### config.mk
export PLATFORM = sky130hd
export DESIGN_NAME = btn_conditioner
export DESIGN_NICKNAME = d
export VERILOG_FILES = /design/src/rtl/btn_conditioner.sv
export SDC_FILE = /design/constraint.sdc
export NUM_CORES = 1
export LEC_CHECK = 0
export CORE_MARGIN = 2
export CORE_UTILIZATION = 25
export CTS_CLUSTER_SIZE = 10
export DETAILED_ROUTE_END_ITERATION = 6
export PLACE_DENSITY = 0.53
export SETUP_SLACK_MARGIN = 0.3
export SYNTH_ARGS = -nofsm -noshare
export SYNTH_HDL_FRONTEND = slang
export SYNTH_SLANG_ARGS = --single-unit
### constraint.sdc
create_clock -name i_clk -period 2.5 [get_ports i_clk]
set_input_delay 0.375 -clock i_clk [delete_from_list [all_inputs] [get_ports i_clk]]
set_output_delay 0.375 -clock i_clk [all_outputs]
set_load 0.05 [all_outputs]
### src/rtl/btn_conditioner.sv
// Multi-channel push-button conditioner: 2-FF sync, polarity select, tick-based
// debounce, press/release pulses and optional hold-to-repeat, one shared 1 ms prescaler.
module btn_conditioner #(
  parameter int NUM_CH          = 4,
  parameter int TICK_CYCLES     = 50000,
  parameter int STABLE_MS       = 40,
  parameter int ACTIVE_LOW      = 1,
  parameter int REPEAT_EN       = 1,
  parameter int REPEAT_DELAY_MS = 500,
  parameter int REPEAT_RATE_MS  = 100
) (
  input  logic              i_clk,
  input  logic              i_rst_n,
  input  logic [NUM_CH-1:0] i_btn,
  output logic [NUM_CH-1:0] o_level,
  output logic [NUM_CH-1:0] o_press,
  output logic [NUM_CH-1:0] o_release,
  output logic [NUM_CH-1:0] o_repeat,
  output logic              o_tick
);

  localparam int                TW          = (TICK_CYCLES > 1) ? $clog2(TICK_CYCLES) : 1;
  localparam logic [TW-1:0]     TICK_LAST   = TW'(TICK_CYCLES - 1);
  localparam int                DW          = $clog2(STABLE_MS + 1);
  localparam logic [DW-1:0]     STABLE_LAST = DW'(STABLE_MS - 1);
  localparam logic [NUM_CH-1:0] REL_LEVEL   = (ACTIVE_LOW != 0) ? {NUM_CH{1'b1}} : {NUM_CH{1'b0}};

  typedef enum logic [1:0] {
    ST_IDLE  = 2'd0,
    ST_DELAY = 2'd1,
    ST_RATE  = 2'd2
  } rep_state_e;

  logic [TW-1:0]     tcnt_q, tcnt_d;
  logic              tick_s;
  logic [NUM_CH-1:0] sync_meta_q, sync_q, pressed_raw_s;

  assign tick_s = (tcnt_q == TICK_LAST);
  assign o_tick = tick_s;

  always_comb begin
    tcnt_d = tcnt_q;
    if (tick_s) tcnt_d = '0;
    else        tcnt_d = tcnt_q + TW'(1);
  end

  always_ff @(posedge i_clk or negedge i_rst_n) begin
    if (!i_rst_n) tcnt_q <= '0;
    else          tcnt_q <= tcnt_d;
  end

  // Synchroniser resets to the released pin value so a held key after reset is a fresh press.
  always_ff @(posedge i_clk or negedge i_rst_n) begin
    if (!i_rst_n) begin
      sync_meta_q <= REL_LEVEL;
      sync_q      <= REL_LEVEL;
    end else begin
      sync_meta_q <= i_btn;
      sync_q      <= sync_meta_q;
    end
  end

  assign pressed_raw_s = sync_q ^ REL_LEVEL;

  for (genvar ch = 0; ch < NUM_CH; ch++) begin : g_ch
    logic [DW-1:0] dcnt_q, dcnt_d;
    logic          level_q, level_d;
    logic          press_q, press_d;
    logic          release_q, release_d;
    logic          flip_s;

    assign flip_s = (pressed_raw_s[ch] != level_q) && tick_s && (dcnt_q == STABLE_LAST);

    always_comb begin
      dcnt_d    = dcnt_q;
      level_d   = level_q;
      press_d   = 1'b0;
      release_d = 1'b0;
      if (pressed_raw_s[ch] == level_q) begin
        dcnt_d = '0;
      end else if (flip_s) begin
        level_d   = ~level_q;
        dcnt_d    = '0;
        press_d   = ~level_q;
        release_d = level_q;
      end else if (tick_s) begin
        dcnt_d = dcnt_q + DW'(1);
      end else begin
        dcnt_d = dcnt_q;
      end
    end

    always_ff @(posedge i_clk or negedge i_rst_n) begin
      if (!i_rst_n) begin
        dcnt_q    <= '0;
        level_q   <= 1'b0;
        press_q   <= 1'b0;
        release_q <= 1'b0;
      end else begin
        dcnt_q    <= dcnt_d;
        level_q   <= level_d;
        press_q   <= press_d;
        release_q <= release_d;
      end
    end

    assign o_level[ch]   = level_q;
    assign o_press[ch]   = press_q;
    assign o_release[ch] = release_q;

    if (REPEAT_EN != 0) begin : g_rep
      localparam int            RMAX       = (REPEAT_DELAY_MS > REPEAT_RATE_MS) ? REPEAT_DELAY_MS : REPEAT_RATE_MS;
      localparam int            HW         = $clog2(RMAX + 1);
      localparam logic [HW-1:0] DELAY_LAST = HW'(REPEAT_DELAY_MS - 1);
      localparam logic [HW-1:0] RATE_LAST  = HW'(REPEAT_RATE_MS - 1);

      rep_state_e    state_q, state_d;
      logic [HW-1:0] hcnt_q, hcnt_d;
      logic          repeat_q, repeat_d;
      logic          press_ev_s, release_ev_s;

      // Events are taken from the debounce flip itself so DELAY starts the same edge o_press rises.
      assign press_ev_s   = flip_s & ~level_q;
      assign release_ev_s = flip_s & level_q;

      always_comb begin
        state_d  = state_q;
        hcnt_d   = hcnt_q;
        repeat_d = 1'b0;
        case (state_q)
          ST_IDLE: begin
            hcnt_d = '0;
            if (press_ev_s) state_d = ST_DELAY;
            else            state_d = ST_IDLE;
          end
          ST_DELAY: begin
            if (release_ev_s) begin
              state_d = ST_IDLE;
              hcnt_d  = '0;
            end else if (tick_s && (hcnt_q == DELAY_LAST)) begin
              repeat_d = 1'b1;
              hcnt_d   = '0;
              state_d  = ST_RATE;
            end else if (tick_s) begin
              hcnt_d = hcnt_q + HW'(1);
            end else begin
              hcnt_d = hcnt_q;
            end
          end
          ST_RATE: begin
            if (release_ev_s) begin
              state_d = ST_IDLE;
              hcnt_d  = '0;
            end else if (tick_s && (hcnt_q == RATE_LAST)) begin
              repeat_d = 1'b1;
              hcnt_d   = '0;
            end else if (tick_s) begin
              hcnt_d = hcnt_q + HW'(1);
            end else begin
              hcnt_d = hcnt_q;
            end
          end
          default: begin
            state_d = ST_IDLE;
            hcnt_d  = '0;
          end
        endcase
      end

      always_ff @(posedge i_clk or negedge i_rst_n) begin
        if (!i_rst_n) begin
          state_q  <= ST_IDLE;
          hcnt_q   <= '0;
          repeat_q <= 1'b0;
        end else begin
          state_q  <= state_d;
          hcnt_q   <= hcnt_d;
          repeat_q <= repeat_d;
        end
      end

      assign o_repeat[ch] = repeat_q;
    end else begin : g_norep
      assign o_repeat[ch] = 1'b0;
    end
  end

endmodule

==> results of run 1 <==
[registers in the layout (all words and copies together), names as in the netlist]
name                 cells
g_ch.g_rep.hcnt_q       36
g_ch.level_q             4
g_ch.g_rep.repeat_q      4
g_ch.release_q           4
g_ch.g_rep.state_q       8
tcnt_q                  16
sync_meta_q              4
g_ch.dcnt_q             24
sync_q                   4
g_ch.press_q             4
[routing by layer]
metal	share of wire, %	routed length (um)	vias to the layer above
met5	0	0	-
met4	1.7	222	0
met3	2.6	327	22
met2	50	6370	71
met1	46	5790	2077
li1	-	-	1985
[cell usage in the layout (no fill, tap or decap), types with 6 or more instances in the layout]
cell type / Yosys / routed
sky130_fd_sc_hd__buf_12: 0 / 10
sky130_fd_sc_hd__inv_1: 20 / 17
sky130_fd_sc_hd__nor3_1: 16 / 7
sky130_fd_sc_hd__and4_1: 7 / 7
sky130_fd_sc_hd__a21oi_2: 0 / 12
sky130_fd_sc_hd__buf_4: 18 / 29
sky130_fd_sc_hd__nand4b_1: 6 / 6
sky130_fd_sc_hd__a21oi_1: 19 / 7
sky130_fd_sc_hd__nor2_1: 67 / 64
sky130_fd_sc_hd__ha_1: 21 / 21
sky130_fd_sc_hd__clkdlybuf4s50_1: 0 / 20
sky130_fd_sc_hd__a311oi_2: 3 / 6
sky130_fd_sc_hd__and3_1: 9 / 9
sky130_fd_sc_hd__nand3_1: 15 / 13
sky130_fd_sc_hd__buf_6: 4 / 19
sky130_fd_sc_hd__xor2_1: 40 / 40
sky130_fd_sc_hd__dfstp_2: 8 / 8
sky130_fd_sc_hd__nand4_1: 26 / 26
sky130_fd_sc_hd__clkbuf_16: 0 / 10
sky130_fd_sc_hd__nor3_4: 0 / 8
sky130_fd_sc_hd__and2_1: 7 / 6
sky130_fd_sc_hd__dfrtp_1: 100 / 100
sky130_fd_sc_hd__a31oi_4: 0 / 6
sky130_fd_sc_hd__nand2_1: 48 / 36
sky130_fd_sc_hd__nand2_2: 0 / 8
sky130_fd_sc_hd__xnor2_1: 17 / 17
[Yosys cell counts, drive strengths merged (9+ instances only)]
library cell / n
ha: 21
nand2: 48
dfrtp: 100
nor2: 67
a31oi: 11
buf: 27
a21oi: 19
nand4: 27
nand3: 15
nor3: 17
inv: 21
xnor2: 17
and3: 9
xor2: 40
[critical path, stage by stage, from the launching register on]
cell and delay (ns):
sky130_fd_sc_hd__dfrtp_1 0.40, sky130_fd_sc_hd__or4b_4 0.55, sky130_fd_sc_hd__or4_4 0.59, sky130_fd_sc_hd__inv_8 0.10, sky130_fd_sc_hd__buf_12 0.11, sky130_fd_sc_hd__buf_12 0.12
[power by group]
group	internal (mW)	total, mW	switching (mW)
Clock	0.710	1.43	0.720
Combinational	0.0133	0.0558	0.0425
Sequential	1.76	1.76	0.00681
[through the flow]
| step | setup slack (ns) | util [%] |
|---|---|---|
| 2_1_floorplan | 0.0873 | - |
| 3_3_place_gp | -0.0143 | 28.3 |
| 3_5_place_dp | -0.0692 | 28.3 |
| 4_1_cts | -0.0823 | 31.4 |
| 5_1_grt | -0.133 | 33.7 |
| 6_report | -0.104 | 33.7 |
[worst paths after layout]
check                                                 to  slack, ns  depth (start not counted)
min in group i_clk                             sync_q[3]       0.36                          0
worst max register to register   g_ch[1].g_rep.hcnt_q[3]      -0.03                         11
worst min-delay path            g_ch[0].g_rep.state_q[1]     -0.006                          1
worst min register to register                 sync_q[3]       0.36                          0
worst max-delay path                              o_tick      -0.10                          5
max in group asynchronous                 sync_meta_q[1]       1.80                          2
[logic make-up after synthesis]
family	Yosys count
compound gates	66
xor+xnor	57
mux	1
buf+inv	51
simple gates	222
fa+ha+maj	21
flops	108
[area by class of cell]
type	count	area [um^2]
Clock buffer	9	225
Clock inverter	7	72.6
Sequential cell	108	2710
Tap cell	280	350
Inverter	21	86.3
Fill cell	2119	14400
Multi-Input combinational cell	368	2900
Timing Repair Buffer	86	955
[repair_timing]
item                                    4_1_cts  5_1_grt
endpoints found under the setup margin       78       94
gates resized for setup                      54       67
hold endpoints to repair                      0        0
gates cloned                                  2        2
buffers inserted                             21       16
pin swaps                                    21       22
==> results summary, run 1 <==
Sequential elements use between 40% and 50% of the synthesized area. The worst setup path startpoint is tcnt_q[10]. The final instance count without filler cells is 879. After global routing the overflow that remains totals 0. 23 I/O pins were placed.

The area after detailed placement is 6130 um^2. The setup TNS is -0.206 ns. The H-tree was split into 3 levels. In the global route stage, met3 resource usage came out at under 10%.

The clock latency on the worst-skew pair came out at roughly 0.36 ns. The post-synthesis instance area came out at around 5500 um^2. The cell total after placement came out at 822. Averaged over all synthesized cells, the footprint is 10.4 um^2. The startpoint of the most critical register-to-register path is tcnt_q[10]. The count of unresolved DRC violations after routing came out at 0. The placed wire-length estimate came out at just under 8000 um. The first detailed-routing pass took 4 iterations. The iteration-0 DRC count of the detailed router is approximately 220.

The cell at the root of the clock tree is sky130_fd_sc_hd__clkbuf_16. The final wirelength came out at around 13,000 um. The count of nets after finishing came out at just over 600. The final critical path time including I/O delays and setup came out at between 2 and 3 ns.

The overall track demand over capacity in global routing came out at a little over a tenth. The final reports fail on hold timing, setup timing. The vias after detailed routing is between 4,000 and 5,000. The global routing met2 resource utilization came out at 17.4%.

The adder and majority cell fraction of the synthesized area came out at 4.80%. The number of antenna violations at the first check in global routing came to 0. The data arrival time of the critical path came out at roughly 2.2 ns. The worst setup path is of the reg2out kind. In the final layout, the share of cells above drive strength 1 is 29.0%.

The maximum number of pins on one net before global-route repair came out at 46. The maximum fanout encountered on the critical timing path came out at 3. By area, the combinational part of the netlist is dominated by simple AND/OR/NAND/NOR gates. The synthesized design spends more area on one cell type than any other, namely sky130_fd_sc_hd__dfrtp_1. The number of diodes is 0.

Counting flops with a built-in enable in the synthesized netlist gives 0. TritonCTS built the clock tree. The final worst setup slack is -0.104 ns. Setup repair after global routing could not meet its margin everywhere. The placeable core area is around 22,000 um^2. Dividing total power by cell area gives a power density of 445 nW/um^2. Final hold analysis gives a worst-case slack of -0.00560 ns. The final max-slew violation count came to 0. The full die area came out at ~23,000 um^2. The total of flip-flops plus latches after synthesis is around 110. Summing the areas of all and, or, nand and nor instances in the mapped netlist gives 21.4% of the synthesized area.

The worst clock skew is 0.0119 ns. The leakage power figure came out at around 3.0 nW. In this run the worst hold path is classified as in2async. The die extent in y is 152 um. The mux share of post-synthesis cell area came out at less than 1%. The post-synth net total is approximately 550. Summing the areas of all xor and xnor instances in the mapped netlist gives under 10% of the synthesized area. The clock buffer count from CTS came out at 9. The signed area change from the synthesized netlist to the final layout came out at 33.2%. The final setup violation count is 8.

The count of antenna-violating nets left after detailed routing is 0. The remaining max-slew budget at the tightest pin is about 52%. The met1 track utilization from global routing is a little over an eighth. The weighted congestion at the end of routability-driven global placement is 0.828. The global routing's busiest layer is met2. The number of instances in the synthesized netlist came out at between 500 and 600. The floorplan step set the die width to 152 um. The number of max-capacitance violations reported came out at 0. The proportion of synthesized flip-flops having asynchronous set or reset is between 90% and 100%. The number of port buffers came out at 22. STA classifies the critical path endpoint as an output pin.

The clock input transition at the sequential cells of the worst setup and hold paths came out at 0.08 ns. The number of hold-slack violations in the final timing report is 3. The total clock sinks came out at around 110. The portion of synthesized cell area occupied by the leading cell type came out at a little under half. The final instance area came out at about 7300 um^2. Summing the areas of all compound-gate instances in the mapped netlist gives under 10% of the synthesized area. Hold repair after CTS inserted 0 buffers.

The critical path startpoint category is a flip-flop. The dominant register cell in the synthesized netlist is sky130_fd_sc_hd__dfrtp_1. STA puts the critical path data required time at 2.12 ns. In this run the core area contains 54 standard-cell rows.

IR analysis of the VDD net gives a maximum drop of 0.000322 V. The starting density of the core is between 20% and 30%. In the final routed layout, each cell accounts on average for between 10 and 15 um.

The sum of internal, switching and leakage power came out at between 3 and 4 mW. The post-synthesis cell type count came out at 55. The count of yosys warnings during synthesis came out at 0. The final period utilization came out at 104%. The number of global-route vias before repair came out at between 4,000 and 5,000. The average vias per placed instance is about 4.7. The run finished, with violations left. The wire length of the first global-routing pass came out at around 20,000 um. The actual slew at the worst max-slew pin is ~0.73 ns. The number of buffers on the longest clock path came out at 2. The maximum operating frequency is 384 MHz. After synthesis, the cell types taking the most area are sky130_fd_sc_hd__dfrtp_1 (46%), sky130_fd_sc_hd__xor2_1 (6.4%), sky130_fd_sc_hd__ha_1 (4.8%).
(Power assumes the default switching activity.)
==> run 2, diff against run 1 <==
--- a/config.mk
+++ b/config.mk
@@ -9,7 +9,8 @@
 export CORE_UTILIZATION = 25
 export CTS_CLUSTER_SIZE = 10
 export DETAILED_ROUTE_END_ITERATION = 6
-export PLACE_DENSITY = 0.53
+export DONT_BUFFER_PORTS = 1
+export PLACE_DENSITY = 0.52
 export SETUP_SLACK_MARGIN = 0.3
 export SYNTH_ARGS = -nofsm -noshare
 export SYNTH_HDL_FRONTEND = slang
==> run 2 against run 1 <==
Effect of this change: the run still ends with hold timing, setup timing left; clock power about the same; clock skew is 0.0024 ns lower; final area fell by 0.45%; global-route usage grew 0.71 points; via count fell by 1.5%; count of clock-buffer cells in the layout is the same; critical path depth grew 5; core utilization down 0.15 points; worst setup slack gained 0.075 ns; hold slack worse by 0.28 ns.
==> results summary, run 2 (synthesis results as in run 1) <==
The largest registers in the layout are g_ch.g_rep.hcnt_q: 36 flops, g_ch.dcnt_q: 24 flops, tcnt_q: 16 flops. The finished cells cover 7270 um^2. The overall track demand over capacity in global routing is between 10% and 20%.

The total overflow reported by the global router is 0. The internal power component came out at 2.47 mW. The number of global-route vias before repair came out at roughly 4,300.

Setup violations remaining at the end of the flow were counted as 9. The average vias per placed instance is around 4.7. The number of buffers on the longest clock path is 2. The final reports fail on hold timing, setup timing. The final max-slew violation count is 0.

The final route contains a little over 4,000 vias. The worst hold slack after final layout is -0.286 ns. The sum of internal, switching and leakage power is 3.19 mW. The cell row count is 54. The number of detailed-route iterations in the first pass came out at 4. The count of antenna-violating nets left after detailed routing came out at 0.

The placed wire-length estimate came out at ~7400 um. The number of H-tree branching levels is 3. The maximum number of pins on one net before global-route repair is roughly 110. Dividing the detail-routed wire length by the instance count gives roughly 14 um. In the routed design, unresolved DRC markers number 0. TritonCTS built the clock tree. The signed area change from the synthesized netlist to the final layout is 32.6%.

The critical path capture point type is a flip-flop. Dividing total power by cell area gives a power density of approximately 440 nW/um^2. The number of filler cells placed in the layout is 2,120.

The tool flagged a number of max-cap violations equal to 0. The total clock sinks is between 100 and 150. STA classifies the critical path startpoint as a flip-flop. Once placement finished, the instance area stood at around 6000 um^2. The fraction of power spent switching nets came out at between 20% and 30%. The worst pin sits at a relative slew slack of ~25%. The maximum operating frequency came out at 396 MHz.

The data arrival time of the critical path is approximately 2.8 ns. Leaving out fill and tap cells, the most frequent cells in the layout are sky130_fd_sc_hd__dfrtp_1 (100), sky130_fd_sc_hd__nor2_1 (55), sky130_fd_sc_hd__xor2_1 (38). The critical path start-end classification is reg2reg.

After the first detailed-routing iteration, the DRC count stood at approximately 230. The starting density of the core is approximately 25%. The final critical path takes up 101% of the cycle. The number of diodes is 0. The power spent charging and discharging nets came out at approximately 0.73 mW. Across all setup checks in the final design, the least slack found is -0.0281 ns.

The clock share of power is 44.3%. The path class of the tightest hold or removal check is in2async. The placeable core area is roughly 22,000 um^2. The maximum fanout encountered on the critical timing path is 6.

The flow ran to the end, but the final reports show violations. The flip-flop count of the largest register, all copies and words added came out at 36. The analysis attributes to cell leakage a power of roughly 3 nW. The clock input transition at the sequential cells of the worst setup and hold paths is 0.08 ns. The proportion of power drawn by flip-flops and latches came out at between 50% and 60%. The number of hold-slack violations in the final timing report is about 110. The critical path starts at tcnt_q[12].

The actual slew at the worst max-slew pin came out at between 1 and 1.5 ns. The register with the most flip-flops in the final layout is g_ch.g_rep.hcnt_q. In this run, the combinational gates consume less than 1% of the power. The clock latency on the worst-skew pair is between 0.3 and 0.4 ns. The final wirelength came out at 12,500 um. The number of antenna violations at the first check in global routing is 0. The tree is rooted in a sky130_fd_sc_hd__clkbuf_16.

Input and output buffers added on the ports amount to 0. The hold buffer count at CTS came out at 4. The boundary pin count is 23. Setup repair after global routing could not meet its margin everywhere.

The required time of the worst setup path came out at around 2.8 ns. Excluding fillers, the count of instances in the completed layout stands at between 800 and 900. Routability-driven placement finished with a final weighted congestion of ~0.77. The floorplan step set the die width to ~150 um. After layout, the minimum clock period comes to 2.53 ns. The worst clock skew is 0.00958 ns. The share of cells above drive strength 1 came out at between 30 and 40%. The die extent in y is 152 um. The peak supply drop is around 0.00034 V. Leaving out fill and tap cells, the most frequent cell in the layout is sky130_fd_sc_hd__dfrtp_1. The net count of the finished layout is between 600 and 700.

The startpoint of the most critical register-to-register path is tcnt_q[12]. The wire length of the first global-routing pass came out at 21,500 um. The full die area is 23,100 um^2. The clock buffer count from CTS is 9. The cell total after placement came out at 798. The setup TNS is -0.131 ns.
==> run 2: changes by cell type in the layout (fill, tap and decap cells not counted), moves of 4 or more <==
cell	delta
sky130_fd_sc_hd__dlygate4sd3_1	+4
sky130_fd_sc_hd__nor2_1	-9
sky130_fd_sc_hd__clkdlybuf4s50_1	-20
sky130_fd_sc_hd__nor3_2	+4
sky130_fd_sc_hd__nor2_2	+9
==> run 2: worst paths after layout <==
check	end	slack [ns]	depth (start not counted)
min in group i_clk	sync_q[0]	0.35	0
hold / removal	g_ch[0].press_q	-0.29	0
max in group asynchronous	sync_q[3]	2.50	0
setup / recovery	g_ch[0].g_rep.state_q[0]	-0.03	10
setup reg to reg	g_ch[0].g_rep.state_q[0]	-0.03	10
hold reg to reg	sync_q[0]	0.35	0
==> run 2: layer usage <==
metal,track usage (%),vias to the layer above,part of all wire [%]
met2,19.3,35,51
met1,14.0,2077,45
met3,2.48,16,2.8
met5,0,-,0
li1,-,1966,-
met4,3.78,0,1.5
==> run 2: worst max-delay path, stage by stage, from the launching register on <==
cell                      delay (ns)
sky130_fd_sc_hd__dfrtp_1        0.38
sky130_fd_sc_hd__or4b_4         0.55
sky130_fd_sc_hd__or4_4          0.59
sky130_fd_sc_hd__inv_8          0.10
sky130_fd_sc_hd__buf_12         0.10
sky130_fd_sc_hd__buf_12         0.12
sky130_fd_sc_hd__buf_12         0.11
sky130_fd_sc_hd__buf_12         0.13
sky130_fd_sc_hd__buf_12         0.11
sky130_fd_sc_hd__a31oi_4        0.07
sky130_fd_sc_hd__mux2i_1        0.14
==> run 2: layout make-up <==
type | instances | area, um^2 | area share [%]
clock inverter | 7 | 66.3 | 0.913
inverter | 21 | 86.3 | 1.19
clock buffer | 9 | 225 | 3.10
timing repair buffer | 72 | 846 | 11.6
tap | 280 | 350 | 4.82
sequential | 108 | 2710 | 37.3
multi-input combinational | 369 | 2980 | 41.0
==> run 2: per-stage QoR <==
stage	worst slack [ns]	hold slack, ns	util, %
6_report	-0.0281	-0.286	33.5
5_1_grt	-0.0778	-0.319	33.5
4_1_cts	-0.0237	-0.303	32.7
3_5_place_dp	-0.0831	0.0854	27.0
3_3_place_gp	-0.0155	0.0893	27.0
2_1_floorplan	0.0873	0.0794	-
==> run 2: power groups by stage <==
stage,registers [mW],logic [mW],clock network (mW)
after floorplan,1.80,0.00594,0
after global placement,1.80,0.00789,0
after detailed placement,1.80,0.00782,0
after CTS,1.76,0.0135,1.47
after global routing,1.77,0.0145,1.55
final,1.76,0.0136,1.41
==> run 2: what timing repair did <==
| item | 4_1_cts | 5_1_grt |
|---|---|---|
| hold endpoints to repair | 112 | 108 |
| gates cloned | 6 | 1 |
| buffers inserted | 35 | 6 |
| endpoints found under the setup margin | 79 | 88 |
| pin swaps | 45 | 16 |
| resized for setup | 104 | 24 |
==> edit 1, RTL diff (config.mk and constraints of run 2) <==
`REPEAT_EN`: 1 -> 0.
--- a/src/rtl/btn_conditioner.sv
+++ b/src/rtl/btn_conditioner.sv
@@ -5,7 +5,7 @@
   parameter int TICK_CYCLES     = 50000,
   parameter int STABLE_MS       = 40,
   parameter int ACTIVE_LOW      = 1,
-  parameter int REPEAT_EN       = 1,
+  parameter int REPEAT_EN       = 0,
   parameter int REPEAT_DELAY_MS = 500,
   parameter int REPEAT_RATE_MS  = 100
 ) (
Function: no difference found for any inputs over 10 cycles, from zero or initial values and one cycle with i_rst_n low; that may be too few to reach the edited logic, so the function may still have changed.
==> edit 1 against run 2 <==
Fmax increased by 8.1%; total power shrank 39%; via count fell by 50%; wire length decreased by 53%; clock skew rose by 0.0010 ns; worst setup slack better by 0.19 ns; count of clock-buffer cells in the layout rose by 3; final area fell by 53%; synthesized area fell by 49%; sequential cell count fell by 48; largest cell class is now flip-flops and latches; highest routed layer unchanged.
==> edit 1: results <==
{
  "timing.slew.headroom": 0.532,
  "layout-drive-gt1-share": 0.250,
  "p_leak_nw": 1.40,
  "power_per_cell_area_nw_per_um2": 568,
  "multi_input_area_um2": 1210,
  "net_count_reported_at_finish": 310,
  "dp.final_hpwl_mm": 3.51,
  "met3_length_um": 232,
  "fillers": 1102,
  "first_global_vias": 1992,
  "postPlaceCellArea_um2": 2910,
  "reg.largest.list": "g_ch.dcnt_q (24), tcnt_q (16)",
  "met2_wirelength_mm": 2.78,
  "number_of_different_library_cells_in_the_post_synthesis_netlist": 34,
  "final_cell_count_no_fill": 444,
  "detailedRoute.firstIterationViolations": 166,
  "setup_ws_ns": 0.161,
  "synth_seq_cells": 60,
  "groute.usage.overall": 0.105,
  "worstSkewPairLatency_ns": 0.34,
  "synth_top_cells_by_count": "dfrtp_1 (52), a21oi_1 (23), nand2_1 (23), nor2_1 (21)",
  "routedLengthMet1_mm": 2.71,
  "place_worst_setup_slack_ns": 0.127,
  "place_congestion": 0.739,
  "numPlacedInstances": 408,
  "ff2ff_setup_slack_ns": 0.16,
  "outcome": "finished, final reports clean",
  "synth_top_cells_by_area": "dfrtp_1 (46%), dfstp_2 (7.5%), buf_4 (4.3%)",
  "routed-via-count": 2063,
  "critPathLaunch": "tcnt_q[4]",
  "global_route_wire_length_before_repair_mm": 9.62,
  "grt_start_max_net_pins": 61,
  "groute.layer.met3.usage": 0.0329,
  "buf_share": 0.0717
}
[edit 1: changes by cell type after synthesis, moves of 9 or more]
cell	change
o21ai_0	+11
nor2_1	-46
nand4_1	-20
or3_1	+9
xnor2_1	-9
dfrtp_1	-48
nand2_1	-25
ha_1	-16
a31oi_1	-10
xor2_1	-30
[edit 1: cells by family (layout without fill, tap and decap cells)]
| family | after synthesis | in the layout | synth area share |
|---|---|---|---|
| xor gates and xnor gates | 18 | 18 | 0.0561 |
| adders and majority gates | 5 | 5 | 0.0223 |
| AOI/OAI and AO/OA | 46 | 46 | 0.0864 |
| and+or+nand+nor | 115 | 115 | 0.223 |
| other | 1 | 4 | 0.00134 |
| buffers and inverters | 34 | 55 | 0.0695 |
| DFF | 60 | 60 | 0.538 |
| muxes | 1 | 1 | 0.00356 |
[edit 1: what timing repair did]
item | 4_1_cts | 5_1_grt
buffers inserted | 14 | 4
gates resized for setup | 15 | 23
setup endpoints to repair | 26 | 21
endpoints found under the hold margin | 60 | 0
pin swaps | 16 | 13
hold buffers | 2 | 0
[edit 1: critical path: stages, from the launching register on]
cell      delay, ns
dfrtp_1        0.38
or4b_4         0.55
or4_4          0.57
clkinv_8       0.13
[edit 1: worst min-delay path by stage]
stage,slack (ns),startpoint,endpoint,cells past startpoint
after global placement,0.08,i_rst_n,g_ch[1].release_q,0
after CTS,0.008,i_btn[2],sync_meta_q[2],0
after global routing,0.004,i_btn[1],sync_meta_q[1],0
after floorplan,0.08,i_rst_n,g_ch[0].dcnt_q[0],0
final,0.03,i_btn[2],sync_meta_q[2],0
after detailed placement,0.08,i_rst_n,g_ch[1].release_q,0
[edit 1: power breakdown]
group | internal (W) | total [W] | switching, W
clock network | 0.000512 | 0.000897 | 0.000385
registers | 0.000983 | 0.000988 | 0.00000494
logic | 0.00000833 | 0.0000498 | 0.0000415
==> edit 2, RTL diff (settings of run 2) <==
Made on the original files. Encoding of `rep_state_e`: now one-hot (3 bits for 3 states).
--- a/src/rtl/btn_conditioner.sv
+++ b/src/rtl/btn_conditioner.sv
@@ -25,10 +25,10 @@
   localparam logic [DW-1:0]     STABLE_LAST = DW'(STABLE_MS - 1);
   localparam logic [NUM_CH-1:0] REL_LEVEL   = (ACTIVE_LOW != 0) ? {NUM_CH{1'b1}} : {NUM_CH{1'b0}};
 
-  typedef enum logic [1:0] {
-    ST_IDLE  = 2'd0,
-    ST_DELAY = 2'd1,
-    ST_RATE  = 2'd2
+  typedef enum logic [2:0] {
+    ST_IDLE  = 3'b001,
+    ST_DELAY = 3'b010,
+    ST_RATE  = 3'b100
   } rep_state_e;
 
   logic [TW-1:0]     tcnt_q, tcnt_d;
Check against the original RTL: same outputs for any inputs over 10 cycles, from zero or initial values and one cycle with i_rst_n low; not proved beyond that.
==> edit 2 against run 2 <==
The run ends with negative hold slack left; non-clock buffer count down 29; sequential cell count increased by 4; first-iteration DRC count up 63%; fmax increased by 17%; via count grew 14%; cell count is 5.7% higher; count of clock-buffer cells in the layout unchanged; final area down 6.5%; total power increased by 3.0%; wire length up 13%; synthesized area is 6.6% higher; worst setup slack gained 0.36 ns; largest cell class is now flip-flops and latches.
==> edit 2: results <==
{
  "outcome": "finished with violations",
  "violations_in_the_final_reports": "negative hold slack",
  "first_global_vias": 4380,
  "crit_path_max_fo": 14,
  "net_count_reported_at_finish": 612,
  "avgRoutedWirePerCell_um": 15.5,
  "groute.usage.overall": 0.115,
  "peakVddDrop_uv": 334,
  "hold_viol_final": 112,
  "layout-drive-gt1-share": 0.166,
  "routed-via-count": 4662,
  "synth_top_cells_by_area": "dfrtp_1 (43%), dfstp_2 (5.4%), a221oi_1 (4.9%)",
  "crit_arrival_ns": 2.42,
  "whs_ns": -0.294,
  "ff2ff_setup_slack_ns": 0.33,
  "grt_start_max_net_pins": 113,
  "max_stage_delay_ns": 0.44,
  "cp_slowest_cell": "dfrtp_2",
  "mapped_nets": 600,
  "portBuffers": 0,
  "number_of_different_library_cells_in_the_post_synthesis_netlist": 58,
  "ys_seq_area_frac": 0.482,
  "regToRegEndpoint": "g_ch[3].g_rep.hcnt_q[4]",
  "synth_top_cells_by_count": "dfrtp_1 (100), nand2_1 (47), a221oi_1 (33), a21oi_1 (32), nand3_1 (26)",
  "p_leak_nw": 2.54,
  "place_congestion": 0.741,
  "global_route_wire_length_before_repair_mm": 22.7,
  "dp.final_hpwl_mm": 8.66,
  "max_slew.worst_pin.slew_ns": 0.626
}
-- edit 2: how the worst max path moves through the flow --
stage | start | endpoint | slack, ns | cells past startpoint
floorplan | tcnt_q[0] | o_tick | 0.31 | 7
global placement | tcnt_q[12] | g_ch[1].g_rep.state_q[1] | 0.29 | 5
detailed placement | tcnt_q[13] | g_ch[1].g_rep.state_q[1] | 0.23 | 5
CTS | tcnt_q[0] | g_ch[3].g_rep.hcnt_q[4] | 0.28 | 7
global route | tcnt_q[13] | g_ch[3].g_rep.hcnt_q[4] | 0.28 | 6
finish | tcnt_q[7] | g_ch[3].g_rep.hcnt_q[4] | 0.33 | 6
-- edit 2: routing by layer --
metal  global-route usage  vias to the layer above  part of all wire
met3               0.0199                       11             0.025
li1                     -                     2273                 -
met5                    0                        -                 0
met2                0.183                       46              0.48
met1                0.157                     2332              0.49
met4               0.0441                        0             0.011
-- edit 2: kinds of logic after synthesis --
logic type,count (synthesis),share of synthesized area
AND/OR/NAND/NOR,225,0.226
buffers and inverters,66,0.0544
XOR/XNOR,20,0.0300
adder cells (fa/ha/maj),9,0.0193
AO/OA/AOI/OAI,153,0.188
flip-flops,112,0.482
-- edit 2: stage by stage --
step | power (W) | utilization | instances | area (µm²) | hold slack [ns]
2_1_floorplan | 0.00187 | - | 585 | 5840 | 0.0794
3_5_place_dp | 0.00187 | 0.271 | 876 | 6180 | 0.0861
4_1_cts | 0.00334 | 0.286 | 896 | 6510 | -0.312
5_1_grt | 0.00342 | 0.298 | 915 | 6790 | -0.312
3_3_place_gp | 0.00187 | 0.271 | 876 | 6180 | 0.0849
6_report | 0.00329 | 0.298 | 915 | 6790 | -0.294
-- edit 2: area by class of cell --
class | count | area (µm²) | area share
sequential | 112 | 2820 | 0.416
timing repair buffer | 43 | 427 | 0.0628
inverter | 24 | 97.6 | 0.0144
clock inverter | 7 | 62.6 | 0.00921
multi-input combinational | 407 | 2770 | 0.407
clock buffer | 9 | 225 | 0.0331
tap | 313 | 392 | 0.0576
-- edit 2: timing repair --
item	CTS	global route
gates cloned	0	3
setup buffers	0	16
endpoints found under the setup margin	19	35
pin swaps	0	6
hold endpoints to repair	116	112
resized for setup	3	26
-- edit 2: where the power goes --
part | internal, W | leakage, nW | switching [W]
sequential | 0.00182 | 1.50 | 0.00000412
combinational | 0.00000816 | 0.897 | 0.00000924
clock | 0.000699 | 0.139 | 0.000745
